**src/rtl/mips_ctrl_pkg.sv**
```systemverilog
// Shared encodings for the multicycle MIPS controller: FSM states, opcodes,
// funct codes, ALU operation codes and datapath select codes.
package mips_ctrl_pkg;

   typedef enum logic [3:0] {
      S_FETCH    = 4'd0,
      S_DECODE   = 4'd1,
      S_MEMADR   = 4'd2,
      S_MEMREAD  = 4'd3,
      S_MEMWB    = 4'd4,
      S_MEMWRITE = 4'd5,
      S_EXECUTE  = 4'd6,
      S_ALUWB    = 4'd7,
      S_BRANCH   = 4'd8,
      S_ADDIEX   = 4'd9,
      S_ADDIWB   = 4'd10,
      S_JUMP     = 4'd11
   } state_t;

   localparam logic [5:0] OP_RTYPE = 6'b000000;
   localparam logic [5:0] OP_LW    = 6'b100011;
   localparam logic [5:0] OP_SW    = 6'b101011;
   localparam logic [5:0] OP_BEQ   = 6'b000100;
   localparam logic [5:0] OP_ADDI  = 6'b001000;
   localparam logic [5:0] OP_J     = 6'b000010;

   localparam logic [5:0] FN_ADD = 6'b100000;
   localparam logic [5:0] FN_SUB = 6'b100010;
   localparam logic [5:0] FN_AND = 6'b100100;
   localparam logic [5:0] FN_OR  = 6'b100101;
   localparam logic [5:0] FN_SLT = 6'b101010;

   localparam logic [2:0] ALU_AND = 3'b000;
   localparam logic [2:0] ALU_OR  = 3'b001;
   localparam logic [2:0] ALU_ADD = 3'b010;
   localparam logic [2:0] ALU_SUB = 3'b110;
   localparam logic [2:0] ALU_SLT = 3'b111;

   // ALUOp supplied by the FSM to the ALU decoder
   localparam logic [1:0] ALUOP_ADD   = 2'b00;
   localparam logic [1:0] ALUOP_SUB   = 2'b01;
   localparam logic [1:0] ALUOP_FUNCT = 2'b10;

   localparam logic [1:0] PCSRC_ALURES = 2'b00;
   localparam logic [1:0] PCSRC_ALUOUT = 2'b01;
   localparam logic [1:0] PCSRC_JUMP   = 2'b10;

   localparam logic [1:0] SRCB_REG   = 2'b00;
   localparam logic [1:0] SRCB_FOUR  = 2'b01;
   localparam logic [1:0] SRCB_IMM   = 2'b10;
   localparam logic [1:0] SRCB_IMMSH = 2'b11;

endpackage

```
**src/rtl/multicycle_control_alu_decoder.sv**
```systemverilog
// ALU decoder: turns the FSM's ALUOp and the instruction funct field into an
// ALU operation code. FunctValid reports whether Funct is a supported R-type
// funct regardless of ALUOp, so the FSM can reject bad R-types in DECODE.
module alu_decoder
   import mips_ctrl_pkg::*;
(
   input  logic [1:0] ALUOp,
   input  logic [5:0] Funct,
   output logic [2:0] ALUControl,
   output logic       FunctValid
);

   logic [2:0] funct_ctrl;

   // Funct lookup, then ALUOp chooses between fixed add/sub and the funct result
   always_comb begin
      funct_ctrl = ALU_ADD;
      FunctValid = 1'b1;
      case (Funct)
         FN_ADD:  funct_ctrl = ALU_ADD;
         FN_SUB:  funct_ctrl = ALU_SUB;
         FN_AND:  funct_ctrl = ALU_AND;
         FN_OR:   funct_ctrl = ALU_OR;
         FN_SLT:  funct_ctrl = ALU_SLT;
         default: FunctValid = 1'b0;
      endcase
      case (ALUOp)
         ALUOP_ADD: ALUControl = ALU_ADD;
         ALUOP_SUB: ALUControl = ALU_SUB;
         default:   ALUControl = funct_ctrl;
      endcase
   end

endmodule

```
**src/rtl/multicycle_control.sv**
```systemverilog
// Main controller for the multicycle MIPS datapath. One FSM steps each
// instruction through fetch/decode/execute/memory/writeback, driving all
// datapath selects and enables, and counts retired instructions.
//
// Memory handshake: the controller holds the address select and strobe
// intent steady in FETCH, MEMREAD and MEMWRITE; MemReady = 1 in a cycle
// means the memory completes that access at the next rising edge. IRWrite,
// PCWrite and MemWrite are qualified by MemReady so each fires exactly once
// per access; with MemReady = 0 the FSM holds its state.
module multicycle_control
   import mips_ctrl_pkg::*;
#(
   parameter int CNT_WIDTH = 32
)(
   input  logic                 CLK,
   input  logic                 Reset,
   input  logic [5:0]           Op,
   input  logic [5:0]           Funct,
   input  logic                 Zero,
   input  logic                 MemReady,
   output logic                 IorD,
   output logic                 MemWrite,
   output logic                 IRWrite,
   output logic                 PCEn,
   output logic [1:0]           PCSrc,
   output logic                 ALUSrcA,
   output logic [1:0]           ALUSrcB,
   output logic [2:0]           ALUControl,
   output logic                 RegDst,
   output logic                 MemtoReg,
   output logic                 RegWrite,
   output logic                 IllegalInstr,
   output logic [CNT_WIDTH-1:0] RetireCount,
   output logic [3:0]           StateDbg
);

   state_t               state_q, state_d;
   logic [CNT_WIDTH-1:0] retire_cnt_q, retire_cnt_d;

   logic       mem_write_raw, ir_write_raw, reg_write_raw, illegal_raw;
   logic       pc_write, branch, retire, use_alu;
   logic [1:0] alu_op;
   logic [2:0] dec_alu_control;
   logic       funct_valid;

   alu_decoder u_alu_decoder (
      .ALUOp      (alu_op),
      .Funct      (Funct),
      .ALUControl (dec_alu_control),
      .FunctValid (funct_valid)
   );

   // State register and retired-instruction counter
   always_ff @(posedge CLK or negedge Reset) begin
      if (!Reset) begin
         state_q      <= S_FETCH;
         retire_cnt_q <= '0;
      end else begin
         state_q      <= state_d;
         retire_cnt_q <= retire_cnt_d;
      end
   end

   // Next-state and Moore decode; unused encodings fall to the all-zero default
   always_comb begin
      state_d       = S_FETCH;
      IorD          = 1'b0;
      mem_write_raw = 1'b0;
      ir_write_raw  = 1'b0;
      pc_write      = 1'b0;
      branch        = 1'b0;
      PCSrc         = PCSRC_ALURES;
      ALUSrcA       = 1'b0;
      ALUSrcB       = SRCB_REG;
      alu_op        = ALUOP_ADD;
      use_alu       = 1'b0;
      RegDst        = 1'b0;
      MemtoReg      = 1'b0;
      reg_write_raw = 1'b0;
      illegal_raw   = 1'b0;
      retire        = 1'b0;
      case (state_q)
         S_FETCH: begin
            ALUSrcB      = SRCB_FOUR;
            use_alu      = 1'b1;
            ir_write_raw = MemReady;
            pc_write     = MemReady;
            state_d      = MemReady ? S_DECODE : S_FETCH;
         end
         S_DECODE: begin
            ALUSrcB = SRCB_IMMSH;
            use_alu = 1'b1;
            case (Op)
               OP_LW, OP_SW: state_d = S_MEMADR;
               OP_RTYPE: begin
                  if (funct_valid) state_d = S_EXECUTE;
                  else             illegal_raw = 1'b1;
               end
               OP_BEQ:  state_d = S_BRANCH;
               OP_ADDI: state_d = S_ADDIEX;
               OP_J:    state_d = S_JUMP;
               default: illegal_raw = 1'b1;
            endcase
         end
         S_MEMADR: begin
            ALUSrcA = 1'b1;
            ALUSrcB = SRCB_IMM;
            use_alu = 1'b1;
            state_d = (Op == OP_LW) ? S_MEMREAD : S_MEMWRITE;
         end
         S_MEMREAD: begin
            IorD    = 1'b1;
            state_d = MemReady ? S_MEMWB : S_MEMREAD;
         end
         S_MEMWB: begin
            MemtoReg      = 1'b1;
            reg_write_raw = 1'b1;
            retire        = 1'b1;
         end
         S_MEMWRITE: begin
            IorD          = 1'b1;
            mem_write_raw = MemReady;
            retire        = MemReady;
            state_d       = MemReady ? S_FETCH : S_MEMWRITE;
         end
         S_EXECUTE: begin
            ALUSrcA = 1'b1;
            alu_op  = ALUOP_FUNCT;
            use_alu = 1'b1;
            state_d = S_ALUWB;
         end
         S_ALUWB: begin
            RegDst        = 1'b1;
            reg_write_raw = 1'b1;
            retire        = 1'b1;
         end
         S_BRANCH: begin
            ALUSrcA = 1'b1;
            alu_op  = ALUOP_SUB;
            use_alu = 1'b1;
            branch  = 1'b1;
            PCSrc   = PCSRC_ALUOUT;
            retire  = 1'b1;
         end
         S_ADDIEX: begin
            ALUSrcA = 1'b1;
            ALUSrcB = SRCB_IMM;
            use_alu = 1'b1;
            state_d = S_ADDIWB;
         end
         S_ADDIWB: begin
            reg_write_raw = 1'b1;
            retire        = 1'b1;
         end
         S_JUMP: begin
            PCSrc    = PCSRC_JUMP;
            pc_write = 1'b1;
            retire   = 1'b1;
         end
         default: state_d = S_FETCH;
      endcase
   end

   // Counter next value; wraps naturally at 2^CNT_WIDTH
   always_comb begin
      retire_cnt_d = retire_cnt_q;
      if (retire) retire_cnt_d = retire_cnt_q + CNT_WIDTH'(1);
   end

   // Enables are forced low the moment reset is asserted, even mid-cycle
   assign MemWrite     = Reset & mem_write_raw;
   assign IRWrite      = Reset & ir_write_raw;
   assign PCEn         = Reset & (pc_write | (branch & Zero));
   assign RegWrite     = Reset & reg_write_raw;
   assign IllegalInstr = Reset & illegal_raw;
   assign ALUControl   = use_alu ? dec_alu_control : 3'b000;
   assign RetireCount  = retire_cnt_q;
   assign StateDbg     = state_q;

endmodule

```
**config.mk**
```make
export PLATFORM = sky130hd
export DESIGN_NAME = multicycle_control
export DESIGN_NICKNAME = d
export VERILOG_FILES = /design/src/rtl/mips_ctrl_pkg.sv /design/src/rtl/multicycle_control_alu_decoder.sv /design/src/rtl/multicycle_control.sv
export SDC_FILE = /design/constraint.sdc
export NUM_CORES = 1
export LEC_CHECK = 0
export BUFFER_PORTS_ARGS = -buffer_cell sky130_fd_sc_hd__buf_2
export CELL_PAD_IN_SITES_DETAIL_PLACEMENT = 1
export CELL_PAD_IN_SITES_GLOBAL_PLACEMENT = 2
export CORE_MARGIN = 10
export CORE_UTILIZATION = 25
export CTS_CLUSTER_SIZE = 10
export DETAILED_ROUTE_END_ITERATION = 12
export PLACE_DENSITY = 0.81
export SYNTH_ARGS = -nofsm -noshare
export SYNTH_HDL_FRONTEND = slang
export SYNTH_SLANG_ARGS = --single-unit
export TNS_END_PERCENT = 30
```
**constraint.sdc**
```tcl
create_clock -name CLK -period 3.4 [get_ports CLK]
set_input_delay 0.17 -clock CLK [delete_from_list [all_inputs] [get_ports CLK]]
set_output_delay 0.17 -clock CLK [all_outputs]
set_load 0.03 [all_outputs]
```
==> reports/results.ini, run 1 <==
[grt]
overflow=0
antenna_found_initial=0
grt_usage_pct=10.0
grt_start_max_net_pins=25
grt_pass1_wl_um=10600
grt_pass1_vias=2019

[critical_path]
critPathTopFamily=simple AND/OR/NAND/NOR gates
start_kind=register
crit_buf_inv=0
crit_top_cell=or4_4
slowest_stage=dfrtp_1
required_ns=3.57
path_cells=nand2b_2 > nor2_1 > or4_4 > or4_4 > xnor2_2
critPathMaxFanout=24
crit_arrival_ns=2.69
max_stage_delay_ns=0.79
path_class=register to register
end_kind=register

[synthesis]
synth_fa_ha_area_share_pct=0.604
synth_compound_area_share_pct=7.37
synthSimpleGateAreaFrac_pct=29.4
netlist_area_um2=2070
yosysUniqueCellTypes=45
synthMuxAreaShare_pct=1.51
synth_xor_area_share_pct=14.7
syn_area_per_cell_um2=9.24
ys_seq_elements=36
synth-edff-count=0
async_flop_share_pct=100
synthCells=224
synthFlopType=dfrtp_1
ys_seq_area_share_pct=43.5
yosysWarningCount=0
synth_top_family_by_area=simple AND/OR/NAND/NOR gates
synthesis.nets=241

[route]
drc=0
avgRoutedWirePerCell_um=15.3
vias=1877
first_pass_iters=3
vias_per_cell=4.69
wl_um=6130
first_iter_violations=43
antenna_left=0

[sta]
fmax_mhz=398
worstMarginPinSlew_ns=0.681
fin_hold_ws_ns=0.258
period_minus_slack_ns=2.51
finalSetupViolCount=0
skew_ns=0.00300
slew_viol_final=0
relSlewSlack_pct=54.6
setup_tns_ns=0
rsz0062_at_grt=false
hold_violations=0
period_share_pct=73.9

[layout]
drive_gt1_share_pct=29.5
layout.nets=311
final_area_um2=2630
n_antenna_cell=0
area_growth_pct=26.9
finish.utilization_pct=32.3

[cts]
cts_inserted_buffers=5
cts_hold_buf=1
cts_resized=0
cts.clk_slew.worst_paths_ns=0.07
cts.sinks=36
clock_latency_ns=0.28
cts-root-buf=clkbuf_8
cts_tree=built
htree_num_levels=2
post-cts-setup-buffers=0
cts_buffer_depth=2

[power_and_ir_drop]
p_leak_nw=1.22
ir_drop_uv=335
p_per_area_nw_per_um2=415

[die]
core-area_um2=8130
die-area_um2=12300
num_io_pins=68
die_h_um=111
dieWidth_um=111
num_rows=33
start_util_pct=25.5

[place]
place.gp.congestion=0.710
io_buffers=67
dpl.hpwl_um=4770
post_dp_cell_area_um2=2520

[status]
status=finished, final reports clean

[run]
maxCapViolations=0

[hold_path]
min_path_type=primary input to register

[where the power goes]
group	switching (mW)	leakage (nW)	internal (mW)	total [mW]
sequential	0.0508	0.482	0.456	0.507
combinational	0.180	0.686	0.0892	0.269
clock	0.153	0.0510	0.162	0.315
total	0.384	1.22	0.707	1.09
[kinds of logic (layout without fill, tap and decap cells)]
group / Yosys count / count (layout)
AO/OA/AOI/OAI: 25 / 25
XOR/XNOR: 34 / 34
adder cells (fa/ha/maj): 1 / 1
buffers and inverters: 13 / 84
flip-flops: 36 / 36
multiplexers: 3 / 3
AND/OR/NAND/NOR: 112 / 112
[routing by layer]
layer / GRT usage, % / wire (um) / up-vias
met2: 17.1 / 3020 / 32
met1: 12.4 / 2830 / 912
li1: - / - / 927
met3: 2.00 / 215 / 6
met4: 2.83 / 61 / 0
met5: 0 / 0 / -
[worst min-delay path, stage by stage]
cell	delay, ns
buf_2	0.14
inv_1	0.07
a31o_2	0.13
[synth_stat cells (all sizes together) (3+ instances only)]
cell type / instances / area [um2]
buf: 3 / 22.5
nor4: 4 / 25.0
nand4: 8 / 50.1
xor2: 7 / 61.3
xnor2: 27 / 244
clkbuf: 5 / 18.8
nor2: 22 / 82.6
or4: 3 / 30.0
o21ai: 5 / 25.0
nand2b: 7 / 46.3
nor2b: 4 / 27.5
and4: 4 / 35.0
dfrtp: 36 / 901
inv: 5 / 18.8
a21oi: 11 / 58.8
and3: 4 / 25.0
nor3: 14 / 70.1
nand3: 15 / 75.1
nand2: 17 / 63.8
[worst paths after layout]
path / to / depth (start not counted) / slack (ns) / from
worst min register to register: RetireCount[7]$_DFFE_PN0P_ / 1 / 0.48 / RetireCount[7]$_DFFE_PN0P_
worst max register to register: RetireCount[31]$_DFFE_PN0P_ / 5 / 0.89 / StateDbg[1]$_DFF_PN0_
min in group asynchronous: RetireCount[28]$_DFFE_PN0P_ / 2 / 0.40 / Reset
worst max-delay path: RetireCount[31]$_DFFE_PN0P_ / 5 / 0.89 / StateDbg[1]$_DFF_PN0_
max in group asynchronous: RetireCount[11]$_DFFE_PN0P_ / 3 / 2.36 / Reset
worst min-delay path: StateDbg[1]$_DFF_PN0_ / 3 / 0.26 / Op[2]
[stage by stage]
stage	setup slack [ns]	std cells	power (mW)
finish	0.889	400	1.09
global route	0.733	400	1.16
CTS	0.882	400	1.11
detailed placement	0.899	391	0.788
global placement	0.952	391	0.781
floorplan	1.14	224	0.687
[sequential cells by signal, summed over array words and instances (netlist names)]
signal       count
RetireCount     32
StateDbg         4
[area by class of cell]
class	instances	area [um2]
fill	985	5510
multi-input combinational	175	1120
sequential	36	901
timing repair buffer	71	368
tap	105	131
clock buffer	6	82.6
inverter	5	18.8
clock inverter	2	10.0
[cells in the final DEF, fill, tap and decap left out, types with 3 or more instances in the layout]
cell      netlist  layout
nand4_1         8       8
nor4_1          4       4
nor3_1         14      14
buf_4           1       3
o21ai_0         5       5
nand2b_1        6       6
xor2_1          7       7
clkbuf_8        0       6
buf_2           0      67
inv_1           5       5
nand2_1        17      17
and3_1          4       4
nor2b_1         3       3
nand3_1        15      15
and4_1          4       4
xnor2_1        26      26
nor2_1         22      22
dfrtp_1        36      36
a21oi_1        10      10
Power figures use the tool's default switching activity.
==> inputs of run 2 (changes only) <==
==> constraint.sdc (replaced) <==
create_clock -name CLK -period 2.53 [get_ports CLK]
set_input_delay 0.1265 -clock CLK [delete_from_list [all_inputs] [get_ports CLK]]
set_output_delay 0.1265 -clock CLK [all_outputs]
set_load 0.03 [all_outputs]
==> reports/results.ini, run 2 (synthesis gave the netlist of run 1 again) <==
[sta]
setup_tns_ns=0  ; unchanged
period_minus_slack_ns=2.05  ; -0.458 ns
period_share_pct=81.1  ; +7.3 points
postLayoutSetupSlackWorst_ns=0.477  ; -0.412 ns
skew_ns=0.00835  ; +0.00535 ns
hold_violations=0  ; unchanged
relSlewSlack_pct=60.8  ; +6.2 points
worstMarginPinSlew_ns=0.586  ; -0.0948 ns
fmax_mhz=487  ; +22%
finalSetupViolCount=0  ; unchanged
slew_viol_final=0  ; unchanged
rsz0062_at_grt=false

[cts]
cts_inserted_buffers=5  ; unchanged
cts_resized=0  ; unchanged
htree_num_levels=2  ; unchanged
cts-root-buf=clkbuf_8
clock_latency_ns=0.29  ; about the same
cts.sinks=36  ; unchanged
cts_tree=built
cts.clk_slew.worst_paths_ns=0.08  ; about the same
cts_buffer_depth=2  ; unchanged

[layout]
n_antenna_cell=0  ; unchanged
fill_cells=982  ; -0.30%
drive_gt1_share_pct=30.1  ; +0.61 points
register_area_um2=901  ; unchanged
layout.nets=315  ; +1.3%
final_cell_mix=buf_2, dfrtp_1, xnor2_1
area_growth_pct=29.1
instances_no_fill=404  ; +1.0%
multiInputGateArea_um2=1120  ; unchanged
largest_register_ffs=32  ; unchanged
final_area_um2=2670  ; +1.7%
final_common_cell=buf_2

[grt]
grt_pass1_wl_um=10600  ; +0.65%
antenna_found_initial=0  ; unchanged
grt_start_max_net_pins=24  ; -4.0%
grt_usage_pct=10.2  ; +0.18 points
overflow=0  ; unchanged
grt_pass1_vias=2039  ; +0.99%

[status]
status=finished, final reports clean

[critical_path]
path_class=register to register
path_cells=nand2b_1 > a21oi_2 > or4_4 > or4_4 > xnor2_2
crit_buf_inv=0  ; unchanged
max_stage_delay_ns=0.59  ; -0.20 ns
required_ns=2.72  ; -0.85 ns
critPathTopFamily=simple AND/OR/NAND/NOR gates
critPathMaxFanout=6  ; -75%
slowest_stage=or4_4
crit_arrival_ns=2.24  ; -0.45 ns
start_kind=register
end_kind=register
crit_top_cell=or4_4

[place]
dpl.hpwl_um=4970  ; +4.1%
io_buffers=67  ; unchanged
placedCellCount=395  ; +1.0%
place_ws_ns=0.483  ; -0.416 ns
post_dp_cell_area_um2=2550  ; +1.2%
place.gp.congestion=0.798  ; +12%

[route]
avgRoutedWirePerCell_um=15.8  ; +3.0%
first_pass_iters=4  ; +1
vias=1894  ; +0.91%
first_iter_violations=39  ; -9.3%
vias_per_cell=4.69  ; about the same
antenna_left=0  ; unchanged
drc=0  ; unchanged
wl_um=6370  ; +4.0%

[die]
num_rows=33  ; unchanged
die_h_um=111  ; unchanged
dieWidth_um=111  ; unchanged
start_util_pct=25.5  ; unchanged
die-area_um2=12300  ; unchanged
core-area_um2=8130  ; unchanged
num_io_pins=68  ; unchanged

[power_and_ir_drop]
p_per_area_nw_per_um2=586  ; +41%
p_leak_nw=1.24  ; +2.1%
ir_drop_uv=282  ; -16%

[hold_path]
min_path_type=primary input to register

[run]
maxCapViolations=0  ; unchanged

run 2: cell count changes in the layout (fill, tap and decap cells not counted):
cell,change
clkbuf_8,-1
buf_4,+4
clkinv_2,-1
bufinv_16,+1
clkbuf_1,+1
run 2: per-layer routing:
| layer | up-vias | GRT usage (%) | share of wire (%) |
|---|---|---|---|
| li1 | 933 | - | - |
| met1 | 922 | 11.9 | 45 |
| met2 | 35 | 18.0 | 51 |
| met3 | 4 | 2.38 | 3.6 |
| met4 | 0 | 2.91 | 0.77 |
| met5 | - | 0 | 0 |
run 2: metrics by stage:
stage / total power, mW / hold WS, ns / utilization [%]
after CTS: 1.59 / 0.200 / 32.9
after global placement: 1.06 / 0.0729 / 31.4
after detailed placement: 1.07 / 0.0835 / 31.4
final: 1.57 / 0.212 / 32.9
after floorplan: 0.924 / -0.169 / -
after global routing: 1.65 / 0.223 / 32.9
run 2: cell type report:
class                   instances  area share [%]
multi-input cells             175            41.8
flip-flops and latches         36            33.7
repair buffers                 75            14.9
well taps                     105            4.92
clock buffers                   6            2.72
clock inverters                 2            1.31
inverters                       5           0.702
run 2: tightest hold or removal path: cells and delay by family:
family | cells | cell delay, ns
buf+inv | 2 | 0.20
compound gates | 1 | 0.14
run 2: final timing paths:
kind | from | to | slack (ns) | cells after the start
hold reg to reg | RetireCount[7]$_DFFE_PN0P_ | RetireCount[7]$_DFFE_PN0P_ | 0.49 | 1
setup / recovery | StateDbg[0]$_DFF_PN0_ | RetireCount[31]$_DFFE_PN0P_ | 0.48 | 5
min in group asynchronous | Reset | StateDbg[0]$_DFF_PN0_ | 0.32 | 2
hold / removal | Op[2] | StateDbg[1]$_DFF_PN0_ | 0.21 | 3
setup reg to reg | StateDbg[0]$_DFF_PN0_ | RetireCount[31]$_DFFE_PN0P_ | 0.48 | 5
max in group asynchronous | Reset | RetireCount[13]$_DFFE_PN0P_ | 1.55 | 3
run 2: what timing repair did:
item | in CTS | in global routing
buffers inserted | 0 | 0
hold endpoints to repair | 13 | 0
hold buffers | 1 | 0
run 2: where the power goes:
group | internal (mW) | switching (mW) | leakage (nW)
combinational | 0.128 | 0.264 | 0.707
clock | 0.293 | 0.217 | 0.0552
sequential | 0.614 | 0.0498 | 0.482
